===== config.mk =====
export PLATFORM = sky130hd
export DESIGN_NAME = single_core_proc
export DESIGN_NICKNAME = d
export VERILOG_FILES = /design/src/rtl/single_core_proc.sv
export SDC_FILE = /design/constraint.sdc
export NUM_CORES = 2
export LEC_CHECK = 0
export ABC_AREA = 1
export CAP_MARGIN = 20
export CORE_ASPECT_RATIO = 0.8
export CORE_UTILIZATION = 34
export CTS_BUF_LIST = sky130_fd_sc_hd__clkbuf_4
export DETAILED_ROUTE_END_ITERATION = 10
export GPL_ROUTABILITY_DRIVEN = 1
export GPL_TIMING_DRIVEN = 0
export PLACE_DENSITY = 0.6
export SYNTH_ARGS = -nofsm -noshare
export SYNTH_HDL_FRONTEND = slang
export SYNTH_SLANG_ARGS = --single-unit

===== constraint.sdc =====
create_clock -name clk -period 17.3 [get_ports clk]
set_input_delay 2.595 -clock clk [delete_from_list [all_inputs] [get_ports clk]]
set_output_delay 2.595 -clock clk [all_outputs]
set_load 0.1 [all_outputs]

===== src/rtl/single_core_proc.sv =====
// Single-issue multi-cycle accumulator core: FETCH/DECODE/EXEC (+MEM for LOAD)
// with an external instruction RAM and a single-port data RAM.
module single_core_proc (
  input  logic        clk,
  input  logic        rst_n,
  input  logic [20:0] Instruction,
  input  logic [31:0] Data,
  input  logic [2:0]  coreID,
  output logic [5:0]  PC_out,
  output logic [11:0] AR_out,
  output logic [31:0] DR_out,
  output logic        DRAM_we,
  output logic        End
);

  localparam logic [2:0] S_FETCH  = 3'd0;
  localparam logic [2:0] S_DECODE = 3'd1;
  localparam logic [2:0] S_EXEC   = 3'd2;
  localparam logic [2:0] S_MEM    = 3'd3;
  localparam logic [2:0] S_HALT   = 3'd4;

  localparam logic [4:0] OP_LOAD  = 5'b00001;
  localparam logic [4:0] OP_STORE = 5'b00010;
  localparam logic [4:0] OP_MOV   = 5'b00011;
  localparam logic [4:0] OP_MVAC  = 5'b00100;
  localparam logic [4:0] OP_ADD   = 5'b00101;
  localparam logic [4:0] OP_SUB   = 5'b00110;
  localparam logic [4:0] OP_MUL   = 5'b00111;
  localparam logic [4:0] OP_LOADI = 5'b01000;
  localparam logic [4:0] OP_INC   = 5'b01001;
  localparam logic [4:0] OP_DEC   = 5'b01010;
  localparam logic [4:0] OP_JUMP  = 5'b01011;
  localparam logic [4:0] OP_JMPNZ = 5'b01100;
  localparam logic [4:0] OP_CLRAC = 5'b01101;
  localparam logic [4:0] OP_END   = 5'b11111;

  localparam logic [3:0] SEL_AC = 4'd0;

  logic [2:0]  state;
  logic [5:0]  pc;
  logic [20:0] ir;
  logic [31:0] ac, dr, tr, ax, cx, rx;
  logic [11:0] ar;
  logic        z;

  logic [4:0]  opcode;
  logic [3:0]  sel;
  logic [11:0] imm;
  logic [31:0] rd_val;
  logic        wr_en;
  logic [3:0]  wr_sel;
  logic [31:0] wr_data;
  logic        z_en;

  assign opcode = ir[20:16];
  assign sel    = ir[15:12];
  assign imm    = ir[11:0];

  assign PC_out  = pc;
  assign AR_out  = ar;
  assign DR_out  = dr;
  assign DRAM_we = (state == S_EXEC) && (opcode == OP_STORE);
  assign End     = (state == S_HALT);

  always_comb begin
    rd_val = 32'd0;
    case (sel)
      4'd0: rd_val = ac;
      4'd1: rd_val = dr;
      4'd2: rd_val = tr;
      4'd3: rd_val = {20'd0, ar};
      4'd4: rd_val = ax;
      4'd5: rd_val = cx;
      4'd6: rd_val = rx;
      4'd7: rd_val = {29'd0, coreID};
      default: rd_val = 32'd0;
    endcase
  end

  // One write port: every EXEC-stage register update funnels through wr_sel/wr_data
  always_comb begin
    wr_en   = 1'b0;
    wr_sel  = sel;
    wr_data = 32'd0;
    z_en    = 1'b0;
    case (opcode)
      OP_MOV:   begin wr_en = 1'b1; wr_sel = SEL_AC; wr_data = rd_val; end
      OP_MVAC:  begin wr_en = 1'b1; wr_data = ac; end
      OP_ADD:   begin wr_en = 1'b1; wr_sel = SEL_AC; wr_data = ac + rd_val; z_en = 1'b1; end
      OP_SUB:   begin wr_en = 1'b1; wr_sel = SEL_AC; wr_data = ac - rd_val; z_en = 1'b1; end
      OP_MUL:   begin wr_en = 1'b1; wr_sel = SEL_AC; wr_data = ac * rd_val; z_en = 1'b1; end
      OP_LOADI: begin wr_en = 1'b1; wr_data = {20'd0, imm}; end
      OP_INC:   begin wr_en = 1'b1; wr_data = rd_val + 32'd1; z_en = 1'b1; end
      OP_DEC:   begin wr_en = 1'b1; wr_data = rd_val - 32'd1; z_en = 1'b1; end
      OP_CLRAC: begin wr_en = 1'b1; wr_sel = SEL_AC; wr_data = 32'd0; end
      default:  wr_en = 1'b0;
    endcase
  end

  always_ff @(posedge clk or negedge rst_n) begin
    if (!rst_n) begin
      state <= S_FETCH;
      pc    <= 6'd0;
      ir    <= 21'd0;
    end else begin
      case (state)
        S_FETCH: begin
          ir    <= Instruction;
          state <= S_DECODE;
        end
        S_DECODE: begin
          pc    <= pc + 6'd1;
          state <= S_EXEC;
        end
        S_EXEC: begin
          if (opcode == OP_JUMP || (opcode == OP_JMPNZ && !z))
            pc <= imm[5:0];
          if (opcode == OP_LOAD)
            state <= S_MEM;
          else if (opcode == OP_END)
            state <= S_HALT;
          else
            state <= S_FETCH;
        end
        S_MEM:   state <= S_FETCH;
        S_HALT:  state <= S_HALT;
        default: state <= S_FETCH;
      endcase
    end
  end

  // Selects 7-15 have no storage, so writes to them simply fall through
  always_ff @(posedge clk or negedge rst_n) begin
    if (!rst_n) begin
      ac <= 32'd0;
      dr <= 32'd0;
      tr <= 32'd0;
      ax <= 32'd0;
      cx <= 32'd0;
      rx <= 32'd0;
      ar <= 12'd0;
      z  <= 1'b0;
    end else if (state == S_EXEC) begin
      if (wr_en) begin
        case (wr_sel)
          4'd0: ac <= wr_data;
          4'd1: dr <= wr_data;
          4'd2: tr <= wr_data;
          4'd3: ar <= wr_data[11:0];
          4'd4: ax <= wr_data;
          4'd5: cx <= wr_data;
          4'd6: rx <= wr_data;
          default: ;
        endcase
      end
      if (z_en)
        z <= (wr_data == 32'd0);
    end else if (state == S_MEM) begin
      dr <= Data;
    end
  end

endmodule


==> impl_metrics.ini <==
[worst_hold_path]
holdCritPathClass = reg -> reg
hold_end = cx[30]
min_from = cx[30]
whs_path_depth = 2

[worst_setup_path]
max_stage_delay_ps = 900
r2r_slack_ps = 5110
r2r_cells = 36
critPathMaxFanout = 10
required_ps = 18070
critPathArrivalTime_ps = 13460
rr_startpoint = ir[15]
rr_endpoint = z
crit_type = in -> reg
startpoint_type = input pin
slowest_stage = buf_1
endpoint_kind = register
crit_top_cell = fa_1

[timing]
worst_pin_slew_ps = 1230
final.period_utilization_pct = 73.3
fin_skew_ps = 99.4
rsz0062_at_grt = no
slew_violations = 0
fmax_mhz = 78.8
tns_ps = 0
fin_crit_ps = 12690
finalHoldViolCount = 0
setup_viol = 0
slew_headroom_pct = 18.2

[drt]
num_vias = 33500
route.detailed.drc = 0
wl_um = 152000
ant_nets = 0
drt_iter0_drc = 4327
wl_per_cell_um = 24.6
firstDrtPassIters = 6
viasPerCell = 5.40

[finish]
nets = 5523
final_common_cell = nand2_1
final_layout_size_suffix_gt1_share_pct = 5.21
final_cell_mix = nand2_1, inv_1, nor2_1
multi_input_area_sq_um = 23500
syn_to_final_growth_pct = 10.9
regArea_sq_um = 5880
nFillCells = 10400

[clocking]
path_clk_slew_ps = 80
cts_tree = yes
cts_resized = 0
numClockSinks = 235
cts_hold_buf = 0
htreeDepth = 2
clock_path_buffers = 3
cts_buffers = 58
clkLatencyLatePin_ps = 880
cts_setup_buffers = 0
cts_root_buf = clkbuf_4

[yosys]
synth_ff_type = dfrtp_1
yosysTopAreaCellShare_pct = 24.7
yosysWarningCount = 0
synthTopCellsByArea = fa_1, dfrtp_1, nand2_1
synth_nets = 5344
synth_edf_count = 0
synth_cells = 4673
synth.largest_area_cell = fa_1
synth_area_sq_um = 33200
synth_seq_cells = 235
ys_types = 52
avgSynthCellArea_sq_um = 7.10
ys_seq_area_share_pct = 17.7
async_flop_share_pct = 100

[grt]
grt_first_pass_wirelength_um = 220000
grt_overflow = 0
grt_pass1_vias = 31700
grt_usage_pct = 30.8
grt_max_degree = 117
antenna_found_initial = 8

[floorplan]
core_area_sq_um = 96700
die_x_um = 351
io_pins = 110
dieArea_sq_um = 98900
start_util_pct = 34.3
rows = 102
die_h_um = 281

[place]
hpwl_um = 126000
portBuffers = 109
gp_congestion = 1.06

[job]
drv_cap = 0

[outcome]
status = finished, final reports clean
==> routing by layer <==
metal  vias to the layer above  GRT usage (%)  share of wire [%]
met5                         -              0              0.033
met4                         8           8.29                3.1
met3                       238           12.5                 15
met2                      2015           41.1                 38
met1                     16400           45.1                 44
li1                      14800              -                  -
==> cell families (layout without fill, tap and decap cells) <==
logic type / after synthesis / count (layout) / synth area share [%]
xor gates and xnor gates: 31 / 31 / 0.818
muxes: 11 / 11 / 0.373
buffers and inverters: 989 / 1210 / 11.6
other: 0 / 4 / 0
AOI/OAI and AO/OA: 548 / 548 / 8.73
and+or+nand+nor: 2246 / 2246 / 28.4
adders and majority gates: 613 / 613 / 32.4
DFF: 235 / 235 / 17.7
==> worst max-delay path by stage <==
stage                 end  startpoint  cells after the start
2_1_floorplan  DR_out[29]   coreID[2]                     37
3_3_place_gp       ir[10]       rst_n                      1
3_5_place_dp            z   coreID[2]                     32
4_1_cts                 z   coreID[2]                     32
5_1_grt                 z   coreID[2]                     32
6_report                z   coreID[2]                     32
==> worst max-delay path, delay by kind of cell <==
kind,cells,cell delay (ps)
compound gates,4,1080
simple gates,14,3510
buf+inv,5,1630
fa+ha+maj,9,4600
==> state kept, by name, summed over array words and instances (netlist names) <==
name    cells
PC_out      6
ax         32
tr         32
ac         32
state       3
cx         32
ir         21
z           1
rx         32
DR_out     32
AR_out     12
==> final cells by class <==
class                      instances  area share, %
antenna                            4         0.0272
tap                             1300           4.42
timing repair buffer             119           3.42
clock inverter                    23          0.330
sequential                       235           16.0
inverter                         804           8.20
multi-input combinational       3449           63.8
buffer                           185           2.25
clock buffer                      79           1.61
==> through the flow <==
| stage | hold WS [ps] | util (%) | instances | worst slack (ps) | cell area [sq um] |
|---|---|---|---|---|---|
| after global routing | 499 | 38.0 | 6197 | 4420 | 36800 |
| after detailed placement | 464 | 37.2 | 6086 | 4070 | 36000 |
| after floorplan | 442 | - | 4673 | 7680 | 33200 |
| after global placement | 459 | 37.1 | 6082 | 2860 | 35900 |
| after CTS | 483 | 38.0 | 6188 | 4940 | 36700 |
| final | 483 | 38.1 | 6198 | 4610 | 36800 |
==> cells in the mapped netlist, drive strengths merged, types with 51 or more instances <==
| cell type | instances |
|---|---|
| nand2 | 1139 |
| inv | 792 |
| nor2 | 652 |
| fa | 410 |
| o21ai | 331 |
| nand3 | 318 |
| dfrtp | 235 |
| ha | 203 |
| a21oi | 156 |
| clkbuf | 125 |
| buf | 60 |
| nand4 | 51 |
Power is not shown: default switching activity piles up to over one toggle a cycle in this logic, so the estimate is an artifact.
